`src/rtl/alu_operand_issue.sv`:
```
// rtl/alu_operand_issue.sv - register file, busy scoreboard and registered operand issue toward alu_add
module alu_operand_issue #(
  parameter int WIDTH = 32
) (
  input  logic             clk,
  input  logic             rst,
  input  logic             in_valid,
  output logic             in_ready,
  input  logic [4:0]       rs1_addr,
  input  logic [4:0]       rs2_addr,
  input  logic [4:0]       rd_addr_in,
  input  logic             wb_en,
  input  logic [4:0]       wb_addr,
  input  logic [WIDTH-1:0] wb_data,
  output logic             out_valid,
  input  logic             out_ready,
  output logic [WIDTH-1:0] rs1,
  output logic [WIDTH-1:0] rs2,
  output logic [4:0]       rd_addr
);

  logic [WIDTH-1:0] regs [32];
  logic [31:0]      busy;
  logic [31:0]      busy_next;
  logic             hazard;
  logic             accept;
  logic [WIDTH-1:0] op1;
  logic [WIDTH-1:0] op2;

  // A busy index is not a hazard when its writeback lands this very cycle.
  function automatic logic blocked(input logic [4:0] idx, input logic [31:0] b,
                                   input logic we, input logic [4:0] wa);
    return (idx != 5'd0) && b[idx] && !(we && (wa == idx));
  endfunction

  always_comb begin
    hazard = blocked(rs1_addr, busy, wb_en, wb_addr)
           | blocked(rs2_addr, busy, wb_en, wb_addr)
           | blocked(rd_addr_in, busy, wb_en, wb_addr);
    in_ready = (!out_valid || out_ready) && !hazard;
    accept   = in_valid && in_ready;
  end

  always_comb begin
    op1 = '0;
    op2 = '0;
    if (rs1_addr != 5'd0)
      op1 = (wb_en && (wb_addr == rs1_addr)) ? wb_data : regs[rs1_addr];
    if (rs2_addr != 5'd0)
      op2 = (wb_en && (wb_addr == rs2_addr)) ? wb_data : regs[rs2_addr];
  end

  // Set is applied after clear so an issue reusing the retiring index stays busy.
  always_comb begin
    busy_next = busy;
    if (wb_en)
      busy_next[wb_addr] = 1'b0;
    if (accept && (rd_addr_in != 5'd0))
      busy_next[rd_addr_in] = 1'b1;
    busy_next[0] = 1'b0;
  end

  always_ff @(posedge clk or posedge rst) begin
    if (rst) begin
      for (int i = 0; i < 32; i++)
        regs[i] <= '0;
    end else if (wb_en && (wb_addr != 5'd0)) begin
      regs[wb_addr] <= wb_data;
    end
  end

  always_ff @(posedge clk or posedge rst) begin
    if (rst)
      busy <= '0;
    else
      busy <= busy_next;
  end

  always_ff @(posedge clk or posedge rst) begin
    if (rst) begin
      out_valid <= 1'b0;
      rs1       <= '0;
      rs2       <= '0;
      rd_addr   <= '0;
    end else if (accept) begin
      out_valid <= 1'b1;
      rs1       <= op1;
      rs2       <= op2;
      rd_addr   <= rd_addr_in;
    end else if (out_ready) begin
      out_valid <= 1'b0;
    end
  end

endmodule

```
`config.mk`:
```
export PLATFORM = sky130hd
export DESIGN_NAME = alu_operand_issue
export DESIGN_NICKNAME = d
export VERILOG_FILES = /design/src/rtl/alu_operand_issue.sv
export SDC_FILE = /design/constraint.sdc
export NUM_CORES = 2
export LEC_CHECK = 0
export CORE_MARGIN = 8
export CORE_UTILIZATION = 25
export CTS_BUF_LIST = sky130_fd_sc_hd__clkbuf_2
export DETAILED_ROUTE_END_ITERATION = 8
export PLACE_DENSITY = 0.39
export SLEW_MARGIN = 25
export SYNTH_ARGS = -nofsm -noshare
export SYNTH_HDL_FRONTEND = slang
export SYNTH_SLANG_ARGS = --single-unit
```
`constraint.sdc`:
```
create_clock -name clk -period 85.3 [get_ports clk]
set_clock_uncertainty 0.05 [all_clocks]
set_input_delay 17.06 -clock clk [delete_from_list [all_inputs] [get_ports clk]]
set_output_delay 17.06 -clock clk [all_outputs]
set_load 0.005 [all_outputs]
```
==> flow_metrics.env <==
export IMPL_grt_pass1_wl_mm=336
export IMPL_grt_use_total_pct=18.1
export IMPL_synth_seq_cells=1125
export IMPL_ys_warn_count=0
export IMPL_antenna_found_initial=19
export IMPL_hold_path_class="flip-flop to flip-flop"
export IMPL_synthesis_nets=4118
export IMPL_gp_congestion=0.766
export IMPL_pwr_share_seq_pct=48.3
export IMPL_postCtsSetupBuffers=0
export IMPL_fin_area_mm2=0.0673
export IMPL_portBuffers=127
export IMPL_cts_tree="built"
export IMPL_numCtsBuffers=342
export IMPL_reg2reg_depth=6
export IMPL_holdBufCountCts=0
export IMPL_r2r_start="busy[19]"
export IMPL_fmax_mhz=26.2
export IMPL_syn_area_mm2=0.0597
export IMPL_drt_wl_total_mm=235
export IMPL_synth_top_cell_area_share_pct=47.1
export IMPL_switchingPower_w=0.000480
export IMPL_power_total_w=0.00150
export IMPL_h_tree_depth=5
export IMPL_status="completed"
export IMPL_path_clk_slew_ns=0.09
export IMPL_dieArea_mm2=0.255
export IMPL_crit_arrival_ns=21.03
export IMPL_grt_pass1_vias=41700
export IMPL_grt_max_degree=154
export IMPL_worst_pin_slew_ns=1.17
export IMPL_setup_tns_ns=0
export IMPL_maxCapViolCount=0
export IMPL_rows=179
export IMPL_p_comb_share_pct=24.1
export IMPL_worst_setup_path_type="input pin to output pin"
export IMPL_initial_core_util_pct=25.1
export IMPL_regArea_mm2=0.0282
export IMPL_fp_dieH_um=505
export IMPL_r2r_setup_slack_ns=81.38
export IMPL_drt_iter0_drc=2419
export IMPL_multiInputGateArea_mm2=0.0298
export IMPL_die_w_um=505
export IMPL_clockPowerShare_pct=27.6
export IMPL_power_leakage_nw=28.5
export IMPL_ys_seq_area_share_pct=47.1
export IMPL_drive_gt1_share_pct=50.7
export IMPL_syn_to_final_growth_pct=12.6
export IMPL_slew_violations=0
export IMPL_power_density_mw_per_mm2=22.2
export IMPL_swShare_pct=32.1
export IMPL_r2r_end="rs2[1]"
export IMPL_ctsResizeCount=0
export IMPL_layout_nets=4260
export IMPL_synth_top_cell_by_area="dfrtp_1"
export IMPL_final_hold_violation_count=0
export IMPL_finalCriticalPeriod_ns=38.14
export IMPL_min_from="regs[992]"
export IMPL_ir_drop_v=0.0000136
export IMPL_relSlewSlack_pct=21.8
export IMPL_ant_nets=0
export IMPL_cts_buffer_depth=4
export IMPL_synth_edff_count=0
export IMPL_setup_worst_path_end_class="output pin"
export IMPL_synth_cell_types=56
export IMPL_synth_flop_cell="dfrtp_1"
export IMPL_drc=0
export IMPL_dp_hpwl_mm=128
export IMPL_rsz0062_at_grt="false"
export IMPL_hold_path_depth=0
export IMPL_setup_viol_count_final=0
export IMPL_holdWs_ns=0.352
export IMPL_place_area_mm2=0.0644
export IMPL_routed_via_density=5.17
export IMPL_grt_ovfl_total=0
export IMPL_clkLatencyLatePin_ns=1.83
export IMPL_clockRootBuffer="clkbuf_2"
export IMPL_intPower_w=0.00102
export IMPL_synth_avg_cell_area_um2=14.7
export IMPL_critPathLaunchType="input pin"
export IMPL_synthCells=4061
export IMPL_fillers=24200
export IMPL_wire_per_inst_um=31.0
export IMPL_cp_required_ns=68.19
export IMPL_cts_sinks=1125
export IMPL_period_share_pct=44.7
export IMPL_critPathMaxFanout=57
export IMPL_vias=39300
export IMPL_ios=128
export IMPL_synth_area_leaders="dfrtp_1 (47%), mux2_2 (20%), mux4_2 (19%), mux2i_1 (2.0%), clkbuf_1 (1.8%)"
export IMPL_drtPass1Iterations=5
export IMPL_core_mm2=0.238
export IMPL_whs_endpoint="regs[992]"
export IMPL_synth_async_sr_flop_share_pct=100
[cell usage in the layout (no fill, tap or decap), drive strengths merged, types with 50 or more instances in the layout]
cell type	netlist	routed
dfrtp	1125	1125
mux2	1061	1061
mux4	504	504
clkbuf	291	492
nand2	177	177
buf	173	143
clkdlybuf4s50	0	119
mux2i	118	118
clkinv	0	66
a31oi	65	65
and2	64	64
a221oi	60	60
a211oi	60	60
o21ai	50	50
[sequential cells by signal, summed over array words and instances (netlist names)]
name and flops:
busy 31, rs2 32, out_valid 1, rs1 32
regs 1024, rd_addr 5
[cells in the mapped netlist, types with 3 or more instances]
cell type,count
mux2_2,1035
nand2b_1,9
nor3b_1,6
nor4_1,3
buf_4,23
a22o_1,34
nand3b_1,7
xnor2_1,3
o211ai_1,9
inv_1,10
a22oi_1,30
mux4_2,504
nor2_1,31
o2111ai_1,5
a31oi_1,65
a32o_1,47
a211oi_1,60
a21oi_1,5
o41ai_1,3
nor2b_1,8
nand2_1,177
and3b_1,3
nand3_1,25
mux2i_1,118
xor2_1,12
nand4_1,8
a221oi_1,60
dfrtp_1,1125
mux2_1,22
o31ai_1,31
buf_2,62
o21ai_0,49
buf_6,21
and2_1,64
mux2_4,4
buf_1,65
clkbuf_1,291
[logic make-up (layout without fill, tap and decap cells)]
| logic type | Yosys count | in the layout | share of synthesized area (%) |
|---|---|---|---|
| AND/OR/NAND/NOR | 355 | 355 | 2.88 |
| buffers and inverters | 475 | 840 | 3.56 |
| other | 0 | 10 | 0 |
| flip-flops | 1125 | 1125 | 47.1 |
| multiplexers | 1683 | 1683 | 41.0 |
| XOR/XNOR | 15 | 15 | 0.220 |
| AO/OA/AOI/OAI | 408 | 408 | 5.19 |
[per-layer routing]
metal,global-route usage (%),share of wire [%]
met3,3.36,4.6
met5,0,0.014
met2,30.1,49
met1,23.9,44
met4,5.38,2.9
[area by class of cell]
class	count	area share [%]
clock inverters	75	0.508
multi-input cells	2461	44.3
clock buffers	492	3.66
repair buffers	262	3.65
diodes	10	0.0372
flip-flops and latches	1125	41.9
well taps	3167	5.89
inverters	11	0.0837
[power by group through the flow]
stage | combinational [W] | clock (W) | sequential (W)
after floorplan | 0.000255 | 0 | 0.000708
after global placement | 0.000362 | 0 | 0.000731
after detailed placement | 0.000365 | 0 | 0.000733
after CTS | 0.000367 | 0.000436 | 0.000722
after global routing | 0.000387 | 0.000463 | 0.000739
final | 0.000360 | 0.000413 | 0.000723
[worst max-delay path: stages]
cell and delay (ns):
buf_8 0.46, buf_4 0.73, buf_4 0.76, mux2_2 0.41, a221oi_1 0.29, o211ai_1 0.15, nand4_1 0.12, and4_1 0.27
clkdlybuf4s50_1 0.54
[worst max path at each step]
stage / startpoint / to / slack (ns) / depth (start not counted)
4_1_cts: rs2_addr[1] / in_ready / 47.16 / 9
5_1_grt: rs2_addr[1] / in_ready / 47.03 / 9
3_5_place_dp: rs2_addr[1] / in_ready / 47.17 / 9
6_report: rs2_addr[1] / in_ready / 47.16 / 9
3_3_place_gp: rs2_addr[1] / in_ready / 47.18 / 9
2_1_floorplan: rst / busy[10] / 36.51 / 1
[through the flow]
stage	utilization (%)	std cells	worst slack, ns
3_5_place_dp	27.1	7025	47.17
6_report	28.3	7603	47.16
3_3_place_gp	27.0	7021	47.18
4_1_cts	28.3	7592	47.16
2_1_floorplan	-	4061	36.51
5_1_grt	28.3	7599	47.03
No activity file was read; power rests on OpenSTA's default activity.
